[src/rtl/shift_reg_piso_stream.sv]
// Parallel-in/serial-out shifter: loads a W-bit word, emits LANES bits per beat, back-fills with FILL.
// First beat one cycle after load; ser_ready low stalls in place; reload allowed on the last beat.
module shift_reg_piso_stream #(
  parameter int   W         = 8,
  parameter int   LANES     = 1,
  parameter bit   MSB_FIRST = 1'b0,
  parameter logic FILL      = 1'b1,
  parameter int   CW        = $clog2(W/LANES+1)
) (
  input  logic             clk,
  input  logic             reset,
  input  logic [W-1:0]     in_data,
  input  logic             in_valid,
  output logic             in_ready,
  input  logic             abort,
  output logic [LANES-1:0] ser_data,
  output logic             ser_valid,
  input  logic             ser_ready,
  output logic             ser_last,
  output logic             busy,
  output logic             done,
  output logic [CW-1:0]    remaining
);

  localparam int N = W / LANES;

  if (W < LANES || (W % LANES) != 0) begin : g_bad_params
    $error("shift_reg_piso_stream: W must be a non-zero multiple of LANES");
  end

  typedef enum logic {IDLE, SHIFT} state_t;

  state_t          state_q, state_nxt;
  logic [W-1:0]    shift_q, shift_nxt, shifted;
  logic [CW-1:0]   count_q, count_nxt;
  logic            done_q, done_nxt;
  logic            load, beat;

  // With a single beat per word every bit is vacated at once.
  if (W == LANES) begin : g_single
    assign shifted = {W{FILL}};
  end else if (MSB_FIRST) begin : g_left
    assign shifted = {shift_q[W-1-LANES:0], {LANES{FILL}}};
  end else begin : g_right
    assign shifted = {{LANES{FILL}}, shift_q[W-1:LANES]};
  end

  assign ser_valid = (state_q == SHIFT);
  assign busy      = (state_q == SHIFT);
  assign ser_last  = (state_q == SHIFT) && (count_q == CW'(1));
  assign remaining = count_q;
  assign done      = done_q;
  assign ser_data  = MSB_FIRST ? shift_q[W-1 -: LANES] : shift_q[LANES-1:0];
  assign in_ready  = ~abort & ((state_q == IDLE) | (ser_last & ser_ready));
  assign load      = in_valid & in_ready;
  assign beat      = ser_valid & ser_ready;

  always_comb begin
    state_nxt = state_q;
    shift_nxt = shift_q;
    count_nxt = count_q;
    done_nxt  = 1'b0;
    if (abort) begin
      state_nxt = IDLE;
      shift_nxt = '0;
      count_nxt = '0;
    end else begin
      case (state_q)
        IDLE: begin
          if (load) begin
            shift_nxt = in_data;
            count_nxt = CW'(N);
            state_nxt = SHIFT;
          end
        end
        SHIFT: begin
          if (beat) begin
            if (count_q == CW'(1)) begin
              done_nxt = 1'b1;
              if (load) begin
                shift_nxt = in_data;
                count_nxt = CW'(N);
              end else begin
                shift_nxt = shifted;
                count_nxt = '0;
                state_nxt = IDLE;
              end
            end else begin
              shift_nxt = shifted;
              count_nxt = count_q - CW'(1);
            end
          end
        end
        default: state_nxt = IDLE;
      endcase
    end
  end

  always_ff @(posedge clk or posedge reset) begin
    if (reset) begin
      state_q <= IDLE;
      shift_q <= '0;
      count_q <= '0;
      done_q  <= 1'b0;
    end else begin
      state_q <= state_nxt;
      shift_q <= shift_nxt;
      count_q <= count_nxt;
      done_q  <= done_nxt;
    end
  end

endmodule

[config.mk]
export PLATFORM = sky130hd
export DESIGN_NAME = shift_reg_piso_stream
export DESIGN_NICKNAME = d
export VERILOG_FILES = /design/src/rtl/shift_reg_piso_stream.sv
export SDC_FILE = /design/constraint.sdc
export NUM_CORES = 1
export LEC_CHECK = 0
export ABC_AREA = 1
export BUFFER_PORTS_ARGS = -buffer_cell sky130_fd_sc_hd__buf_2
export CELL_PAD_IN_SITES_DETAIL_PLACEMENT = 0
export CELL_PAD_IN_SITES_GLOBAL_PLACEMENT = 1
export CORE_UTILIZATION = 35
export DETAILED_ROUTE_END_ITERATION = 8
export PLACE_DENSITY = 0.77
export RECOVER_POWER = 25
export SYNTH_ARGS = -nofsm -noshare
export SYNTH_HDL_FRONTEND = slang
export SYNTH_SLANG_ARGS = --single-unit
export TNS_END_PERCENT = 50
[constraint.sdc]
create_clock -name clk -period 1.6 [get_ports clk]
set_input_delay 0.32 -clock clk [delete_from_list [all_inputs] [get_ports clk]]
set_output_delay 0.32 -clock clk [all_outputs]
set_load 0.03 [all_outputs]
==> run summary, run 1 <==
The post-route fraction of the period consumed by the critical path is 114%. The aggregate global routing overflow is 0. The detailed placer's ending HPWL is 1.29 mm. During I/O placement, the number of pins put on the boundary was 23. The detailed-router iteration count before antenna repair came out at 4. The max-slew violation total from the final report is 0. The data required time at the worst endpoint came out at roughly 1.3 ns. The width of the chip came out at 51.2 microns.

IR analysis of the VDD net gives a maximum drop of around 0.00039 V. Static timing analysis puts the maximum clock frequency at 0.550 GHz. The total detailed-routing wirelength came out at 1.80 mm.

Following the worst setup path forward leads to its endpoint at in_ready. The length in cells of the worst reg-to-reg path came out at 10. The area added between synthesis and finish came out at 34.4%. The number of hold buffers added after CTS was 0. The netlist area before placement is 848 sq um.

The synthesized netlist net count is 130. The critical path starts at remaining[1]$_DFFE_PP0P_. A synthesized cell averages 7.38 sq um. The cell type with the highest aggregate area in the netlist is dfrtp_1. The number of global-route vias before repair was about 740. Broken down by cell family, the worst path's largest delay share belongs to flip-flops. The number of enable flip-flop cells after synthesis is 0. Among all stages on the critical path, the largest delay is contributed by dfrtp_2.

The internal power of the cells totals 622 uW. The detailed router's first-iteration violation count is 10. By startpoint and endpoint, the worst setup path is classified as flop to output pin.

Once the floorplan was initialized, standard cells occupied a little under two fifths of the core. The placeable core area is about 2300 sq um. The worst hold path belongs to the class primary input to asynchronous set/reset pin. The number of H-tree levels is 1. The post-detailed-route via-to-cell ratio is 4.47. The run finished, with violations left.

The final worst hold slack is 0.0710 ns. The relative slew slack is 63.0%. Combinational logic burns 27.6% of the power. The TritonCTS clock tree is built.

The most instantiated flip-flop cell in the synthesis netlist is dfrtp_1. The endpoint of the most critical register-to-register path is shift_q[5]$_DFFE_PP0P_. The share of total power dissipated in sequential elements is 44.5%. The total vias in the final route is 786. After synthesis the netlist holds a flip-flop and latch count of 14. The number of antenna violations at the first check in global routing came out at 0. The area share of the largest cell type after synthesis is 41.3%.

The final-report hold violation count is 0. The number of fill cells in the layout is 239. The row count is 17. The post-layout net count is 164. The placed cell area came out at 1060 sq um. The minimum clock period after layout is 1.82 ns. Of all nets on the critical path, the largest fanout is 2. Setup repair after global routing could not meet its margin everywhere.

For the pin with the worst max-slew slack, the measured transition is 0.555 ns. The slack of the critical path is -0.217 ns. The cell sitting at the root of the clock tree is a clkbuf_4. Setup violations remaining at the end of the flow were counted as 2. Cells fill 50.6% of the core in the end. The source-to-sink clock delay at the later pin of the worst-skew pair came out at about 0.28 ns. STA classifies the critical path endpoint as an output pin. The share of power burned in the clock network is 27.9%. The part of the Yosys area used for sequential elements came out at 41.3%. The delay contributed by the slowest stage of the critical path came out at ~0.41 ns. The post-synthesis async set-or-reset flop share is 100%.

After synthesis, the cell types taking the most area are dfrtp_1 (41%), nand2_1 (13%), inv_1 (11%). The first global-routing pass estimated ~3.1 mm of wire. The remaining antenna violation count is 0. The routed length per instance is 10.2 microns. The clock transition time at the flip-flop clock pins of the worst setup and hold paths is 0.09 ns. On the final layout, the worst clock skew is 0.000580 ns.

The power density normalized to cell area is 816 nW/um^2. In this run the critical register-to-register path is launched from remaining[1]$_DFFE_PP0P_. The arrival time at the worst endpoint is roughly 1.5 ns. The post-synthesis cell count came out at 115. The floorplan die area is about 2600 sq um. Input and output buffers added on the ports amount to 22. The post-synthesis cell type count is 22. The number of buffers between clock root and the deepest sink is 2. The final weighted congestion of routability-driven global placement came out at 0.759. The maximum number of pins on one net before global-route repair is 15. Across the run, the number of max-cap violations was 0. Setup slack on the worst reg-to-reg path comes out at about 0.16 ns.

The static power due to leakage is around 0.64 nW. The total of warnings raised by yosys is 0. In the routed design, unresolved DRC markers number 0. The cell with the most instances after synthesis is nand2_1. The critical path depth came out at 9. The final reports fail on negative setup slack. The worst setup path is launched from a flop. The area of all placed cells without fillers came out at between 1000 and 1500 sq um. The global-route total usage across every layer came out at 16.5%.

The switching power total came out at 309 uW. By count the netlist is led by nand2_1 (30), inv_1 (25), nand3_1 (17). Among the stages of the critical path, the cell type that occurs most often is inv_2. The share of cells above drive strength 1 is 37.8%. From bottom edge to top edge, the die measures 51.2 microns. The number of sinks handled by clock tree synthesis came out at 14. The number of buffer and inverter instances along the worst setup path came out at 4. The repair_antennas step left the layout with diodes totalling 0. The net switching share of the total power came out at 33.2%. The signal on the critical path passes through inv_2, ha_4, nand2_4, nor2_4, inv_2, o21ai_2, inv_2, nor2_4, buf_6. The number of buffers inserted during clock tree synthesis is 3.
-- final cells by class --
type / instances / area (sq um) / share of cell area (%)
multi-input combinational: 69 / 409 / 35.9
sequential: 14 / 353 / 31.0
tap: 28 / 35.0 / 3.07
inverter: 29 / 109 / 9.55
timing repair buffer: 32 / 198 / 17.3
clock buffer: 4 / 36.3 / 3.18
-- cell usage in the layout, fill, tap and decap left out --
cell type  count
buf_2         20
nor2_4         4
o31ai_1        1
buf_4         10
nand2_4        2
nor3_1         1
nand3_1       17
nor3_4         1
ha_1           1
nand4_4        1
dfrtp_2        2
nand2_2        1
dfrtp_1       12
nor2_1         2
a21oi_1        1
inv_2          7
nand2_1       29
clkbuf_4       3
inv_1         22
o21ai_1        4
o21ai_2        1
ha_4           1
clkbuf_8       1
o21ai_0        1
a211oi_1       1
buf_6          2
-- cells by family (layout without fill, tap and decap cells) --
kind of cell             count (synthesis)  after routing  share of synthesized area, %
buffers and inverters                   32             65                          15.6
flip-flops                              14             14                          41.3
AO/OA/AOI/OAI                            9              9                          5.90
adder cells (fa/ha/maj)                  2              2                          2.95
AND/OR/NAND/NOR                         58             58                          34.2
-- metal layers --
layer	part of all wire (%)	GRT usage (%)	up-vias	wire length [microns]
li1	-	-	416	-
met1	49	21.8	348	880
met2	45	24.6	18	801
met3	4.9	4.46	4	88
met4	1.5	8.11	0	27
met5	0	0	-	0
-- worst reg2reg max path: stages, from the launching register on --
cell and delay, ns:
dfrtp_2 0.41, inv_2 0.08, ha_4 0.14, nand2_4 0.05
nor2_4 0.09, buf_4 0.13, nand4_4 0.10, buf_4 0.18
nand3_1 0.06, nand3_1 0.07, nand2_1 0.07
-- per-stage QoR --
| stage | TNS, ns | total power [mW] | std cells | setup slack, ns |
|---|---|---|---|---|
| CTS | -0.391 | 0.943 | 173 | -0.230 |
| finish | -0.375 | 0.930 | 176 | -0.217 |
| floorplan | -0.0859 | 0.596 | 115 | -0.0859 |
| global placement | -0.00418 | 0.670 | 169 | -0.00418 |
| global route | -0.589 | 1.00 | 176 | -0.319 |
| detailed placement | -0.0148 | 0.673 | 169 | -0.0148 |
-- repair_timing --
item	in CTS	in global routing
resized for setup	6	0
setup endpoints to repair	2	10
pin swaps	4	1
setup buffers	0	3
-- how the worst min path moves through the flow --
stage                                to   from  slack [ns]
4_1_cts          shift_q[6]$_DFFE_PP0P_  reset        0.09
3_5_place_dp   remaining[3]$_DFFE_PP0P_  reset        0.41
3_3_place_gp   remaining[3]$_DFFE_PP0P_  reset        0.40
5_1_grt          shift_q[7]$_DFFE_PP0P_  reset        0.12
2_1_floorplan            busy$_DFF_PP0_  reset        0.21
6_report         shift_q[7]$_DFFE_PP0P_  reset        0.07
-- flip-flops by register name, indices dropped and copies added (netlist names) --
signal	cells
remaining	4
done	1
shift_q	8
busy	1
-- power by group through the flow --
stage,Sequential (mW),Clock (mW),Combinational [mW]
3_5_place_dp,0.421,0,0.252
2_1_floorplan,0.449,0,0.147
3_3_place_gp,0.419,0,0.251
6_report,0.414,0.260,0.257
4_1_cts,0.414,0.269,0.261
5_1_grt,0.419,0.291,0.291
No activity file was read; power rests on OpenSTA's default activity.
==> inputs of run 2 (changes only) <==
--- a/config.mk
+++ b/config.mk
@@ -5,11 +5,10 @@
 export SDC_FILE = /design/constraint.sdc
 export NUM_CORES = 1
 export LEC_CHECK = 0
-export ABC_AREA = 1
 export BUFFER_PORTS_ARGS = -buffer_cell sky130_fd_sc_hd__buf_2
 export CELL_PAD_IN_SITES_DETAIL_PLACEMENT = 0
 export CELL_PAD_IN_SITES_GLOBAL_PLACEMENT = 1
-export CORE_UTILIZATION = 35
+export CORE_UTILIZATION = 37
 export DETAILED_ROUTE_END_ITERATION = 8
 export PLACE_DENSITY = 0.77
 export RECOVER_POWER = 25
==> run summary, run 2 <==
The run finished, with violations left. The checks that failed: negative setup slack. The number of placed instances, taps included is 126 (-25%). The arrival time at the worst endpoint is 1.37 ns (-0.13 ns). The total vias in the final route came out at 645 (-18%). The post-synthesis cell count came to 74 (-36%). The number of H-tree levels was 1 (unchanged).

The post-layout net count came out at 123 (-25%). The data required time at the worst endpoint was 1.28 ns (about the same). The endpoint identified for the worst register-to-register timing path is shift_q[1]$_DFFE_PP0P_. The area share of the largest cell type after synthesis is 45.4% (+4.1 points). The flip-flop and latch count after synthesis is 14 (unchanged).

The relative slew slack was 64.7% (+1.7 points). The detailed placer's ending HPWL is 1.21 mm (-6.2%). The die outline height is 47.7 microns (-6.9%). The aggregate global routing overflow is 0 (unchanged). Setup repair after global routing could not meet its margin everywhere. The biggest area contributor in the post-synthesis netlist is dfrtp_1.

The area of all placed cells without fillers is 1080 sq um (-5.4%). The largest voltage drop on the vdd net came out at 0.000403 V (+3.1%). The length in cells of the worst reg-to-reg path came out at 8 (-2). The number of global-route vias before repair is 618 (-16%). The effective utilization at floorplan was 39.3% (+1.7 points).

The clock tree skew after final layout came out at 0.00491 ns (+0.00433 ns). The detailed-router iteration count before antenna repair is 2 (-2). The number of sinks handled by clock tree synthesis came to 14 (unchanged).

The post-detailed-route via-to-cell ratio is 4.81 (+7.8%). The synthesized netlist net count came out at 89 (-32%). The kind of capture point of the worst setup path is an output pin. The power density normalized to cell area was 827 nW/um^2 (+1.3%).

The setup slack on the worst flop-to-flop path came out at 0.01 ns (-0.15 ns). On the critical path, the stage with the largest delay is an instance of dfrtp_2. The area added between synthesis and finish is 39.7%. The met3 track utilization from global routing came out at 2.64% (-1.8 points). The number of buffers between clock root and the deepest sink came out at 2 (unchanged). The slack of the critical path is -0.0896 ns (+0.128 ns).

Yosys instantiated no cell more often than dfrtp_1. The detailed router's first-iteration violation count came out at 3 (-7). The count of max-cap constraint violations is 0 (unchanged). The first-pass GRT wire length came to 2.70 mm (-13%). The root buffer cell chosen for the clock tree is clkbuf_4. The most used flip-flop cell after synthesis is dfrtp_1. The DRC violation count after routing came out at 0 (unchanged). The number of antenna violations at the first check in global routing came to 0 (unchanged). The max-slew violation total from the final report came out at 0 (unchanged). The final worst hold slack was 0.0585 ns (-0.0125 ns).

The routed length per instance is 12.0 microns (+18%). The number of enable flip-flop cells after synthesis is 0 (unchanged). The final weighted congestion of routability-driven global placement was 0.780 (+2.8%).

The width of the chip is 47.7 microns (-6.9%). The static power due to leakage came to 0.527 nW (-18%). The netlist area before placement is 772 sq um (-9.0%).

The placed cell area came out at 977 sq um (-7.7%). The global-route total usage across every layer came out at 17.6% (+1.2 points). The met1 demand-to-capacity share in global routing was 21.6% (-0.18 points).

The final-report hold violation count is 0 (unchanged). The total of warnings raised by yosys is 0 (unchanged). TritonCTS built the clock tree. The number of antenna diodes came out at 0 (unchanged). The total power of the final layout was 892 uW (-4.1%).

The clock transition time at the flip-flop clock pins of the worst setup and hold paths is 0.09 ns (about the same). The final setup violation count is 2 (unchanged). The highest net fanout along the worst path is 3 (+1).

Counting flops per register, the top entry is shift_q. The transition time at the pin with the least slew margin is 0.529 ns (-0.0258 ns). The path category of the worst min-delay check is primary input to asynchronous set/reset pin.

The post-route fraction of the period consumed by the critical path is 106% (-8.0 points). Leaving out fill and tap cells, the most frequent cells in the layout are buf_2 (20), dfrtp_1 (12), nand2_1 (10). The total negative slack was -0.160 ns (+0.215 ns). The worst setup timing slack at the placement stage is 0.0781 ns (+0.0929 ns). The row count came out at 16 (-1). The total detailed-routing wirelength was 1.61 mm (-10%). The number of buffers inserted during clock tree synthesis is 3 (unchanged). The placeable core area is 1960 sq um (-13%). The maximum achievable frequency came out at 0.592 GHz (+7.5%). The worst setup path is launched from a flop. The number of input and output port buffers inserted came to 22 (unchanged). The source-to-sink clock delay at the later pin of the worst-skew pair is 0.28 ns (about the same). The worst setup path is of the flop to output pin kind. The delay contributed by the slowest stage of the critical path is 0.42 ns (about the same). The end-of-flow core utilization came to 55.0% (+4.4 points). The number of flip-flops under the largest register name was 8 (unchanged). The part of the Yosys area used for sequential elements is 45.4% (+4.1 points). The worst register-to-register path begins at remaining[1]$_DFFE_PP0P_. The share of cells above drive strength 1 is 51.4% (+14 points).

The fraction of met2 tracks used by global routing came out at 29.3% (+4.8 points). Sorting the synthesized cells by area gives the leading types as dfrtp_1 (45%), mux2i_1 (10%), o21ai_2 (7.9%). The routing layer with the top usage in global route is met2.

The signal on the critical path passes through inv_2, ha_4, nor2b_4, and3b_1, buf_6. The maximum number of pins on one net before global-route repair came out at 15 (unchanged). The I/O pin count is 23 (unchanged). The library cell used most frequently in the layout, excluding fill and tap cells, is buf_2. The minimum clock period after layout came to 1.69 ns (-0.128 ns).

The post-synthesis cell type count was 25 (+14%). Ranked by instance count, the synthesized netlist is headed by dfrtp_1 (14), nand2_1 (10), mux2i_1 (8). The post-synthesis async set-or-reset flop share came out at 100% (unchanged). The post-cts hold buffer count is 0 (unchanged). The mean cell area of the mapped netlist was 10.4 sq um (+41%). The final cell count without fillers came to 134 (-24%). The remaining antenna violation count came out at 0 (unchanged).

The floorplan die area is 2270 sq um (-13%).
-- run 2: cell types whose count changed after synthesis, sizes merged, moves of 2 or more --
cell / delta
nor2b: +2
nor2: -2
nand3: -17
mux2i: +8
nand2b: +2
a21oi: +2
inv: -26
nand2: -22
o21ai: +6
-- run 2: power breakdown --
part | internal [mW] | switching (mW) | total, mW
combinational | 0.108 | 0.128 | 0.236
clock | 0.138 | 0.120 | 0.259
sequential | 0.379 | 0.0182 | 0.397
total | 0.626 | 0.266 | 0.892
-- run 2: how the worst max path moves through the flow --
| stage | start | to | slack (ns) | depth (start not counted) |
|---|---|---|---|---|
| after CTS | remaining[1]$_DFFE_PP0P_ | ser_last | -0.11 | 5 |
| after detailed placement | remaining[1]$_DFFE_PP0P_ | shift_q[1]$_DFFE_PP0P_ | 0.08 | 7 |
| after global placement | remaining[1]$_DFFE_PP0P_ | shift_q[1]$_DFFE_PP0P_ | 0.12 | 7 |
| final | remaining[1]$_DFFE_PP0P_ | ser_last | -0.09 | 5 |
| after global routing | remaining[1]$_DFFE_PP0P_ | ser_last | -0.15 | 5 |
| after floorplan | busy$_DFF_PP0_ | remaining[1]$_DFFE_PP0P_ | 0.03 | 6 |
-- run 2: kinds of logic (layout without fill, tap and decap cells) --
group	after synthesis	in the layout	synth area share [%]
AND/OR/NAND/NOR	26	26	20.1
AO/OA/AOI/OAI	17	17	16.5
flip-flops	14	14	45.4
multiplexers	8	8	10.4
buffers and inverters	7	40	4.38
adder cells (fa/ha/maj)	2	2	3.24
-- run 2: final cells by class --
| class | count | area (sq um) |
|---|---|---|
| Tap cell | 27 | 33.8 |
| Sequential cell | 14 | 353 |
| Inverter | 3 | 11.3 |
| Fill cell | 206 | 883 |
| Timing Repair Buffer | 33 | 221 |
| Multi-Input combinational cell | 53 | 423 |
| Clock buffer | 4 | 36.3 |
-- run 2: worst max-delay path: cells and delay by family, from the launching register on --
kind | cells | cell delay [ns]
DFF | 1 | 0.42
and+or+nand+nor | 2 | 0.32
buffers and inverters | 2 | 0.20
adders and majority gates | 1 | 0.14
-- run 2: metal layers --
layer / vias to the layer above / part of all wire (%)
li1: 321 / -
met1: 312 / 44
met2: 10 / 52
met3: 2 / 2.5
met4: 0 / 1.2
met5: - / 0
-- run 2: what timing repair did --
| action | 4_1_cts | 5_1_grt |
|---|---|---|
| pin swaps | 1 | 0 |
| gates resized for setup | 6 | 4 |
| gates cloned | 0 | 0 |
| setup endpoints to repair | 2 | 10 |
| buffers inserted | 3 | 1 |
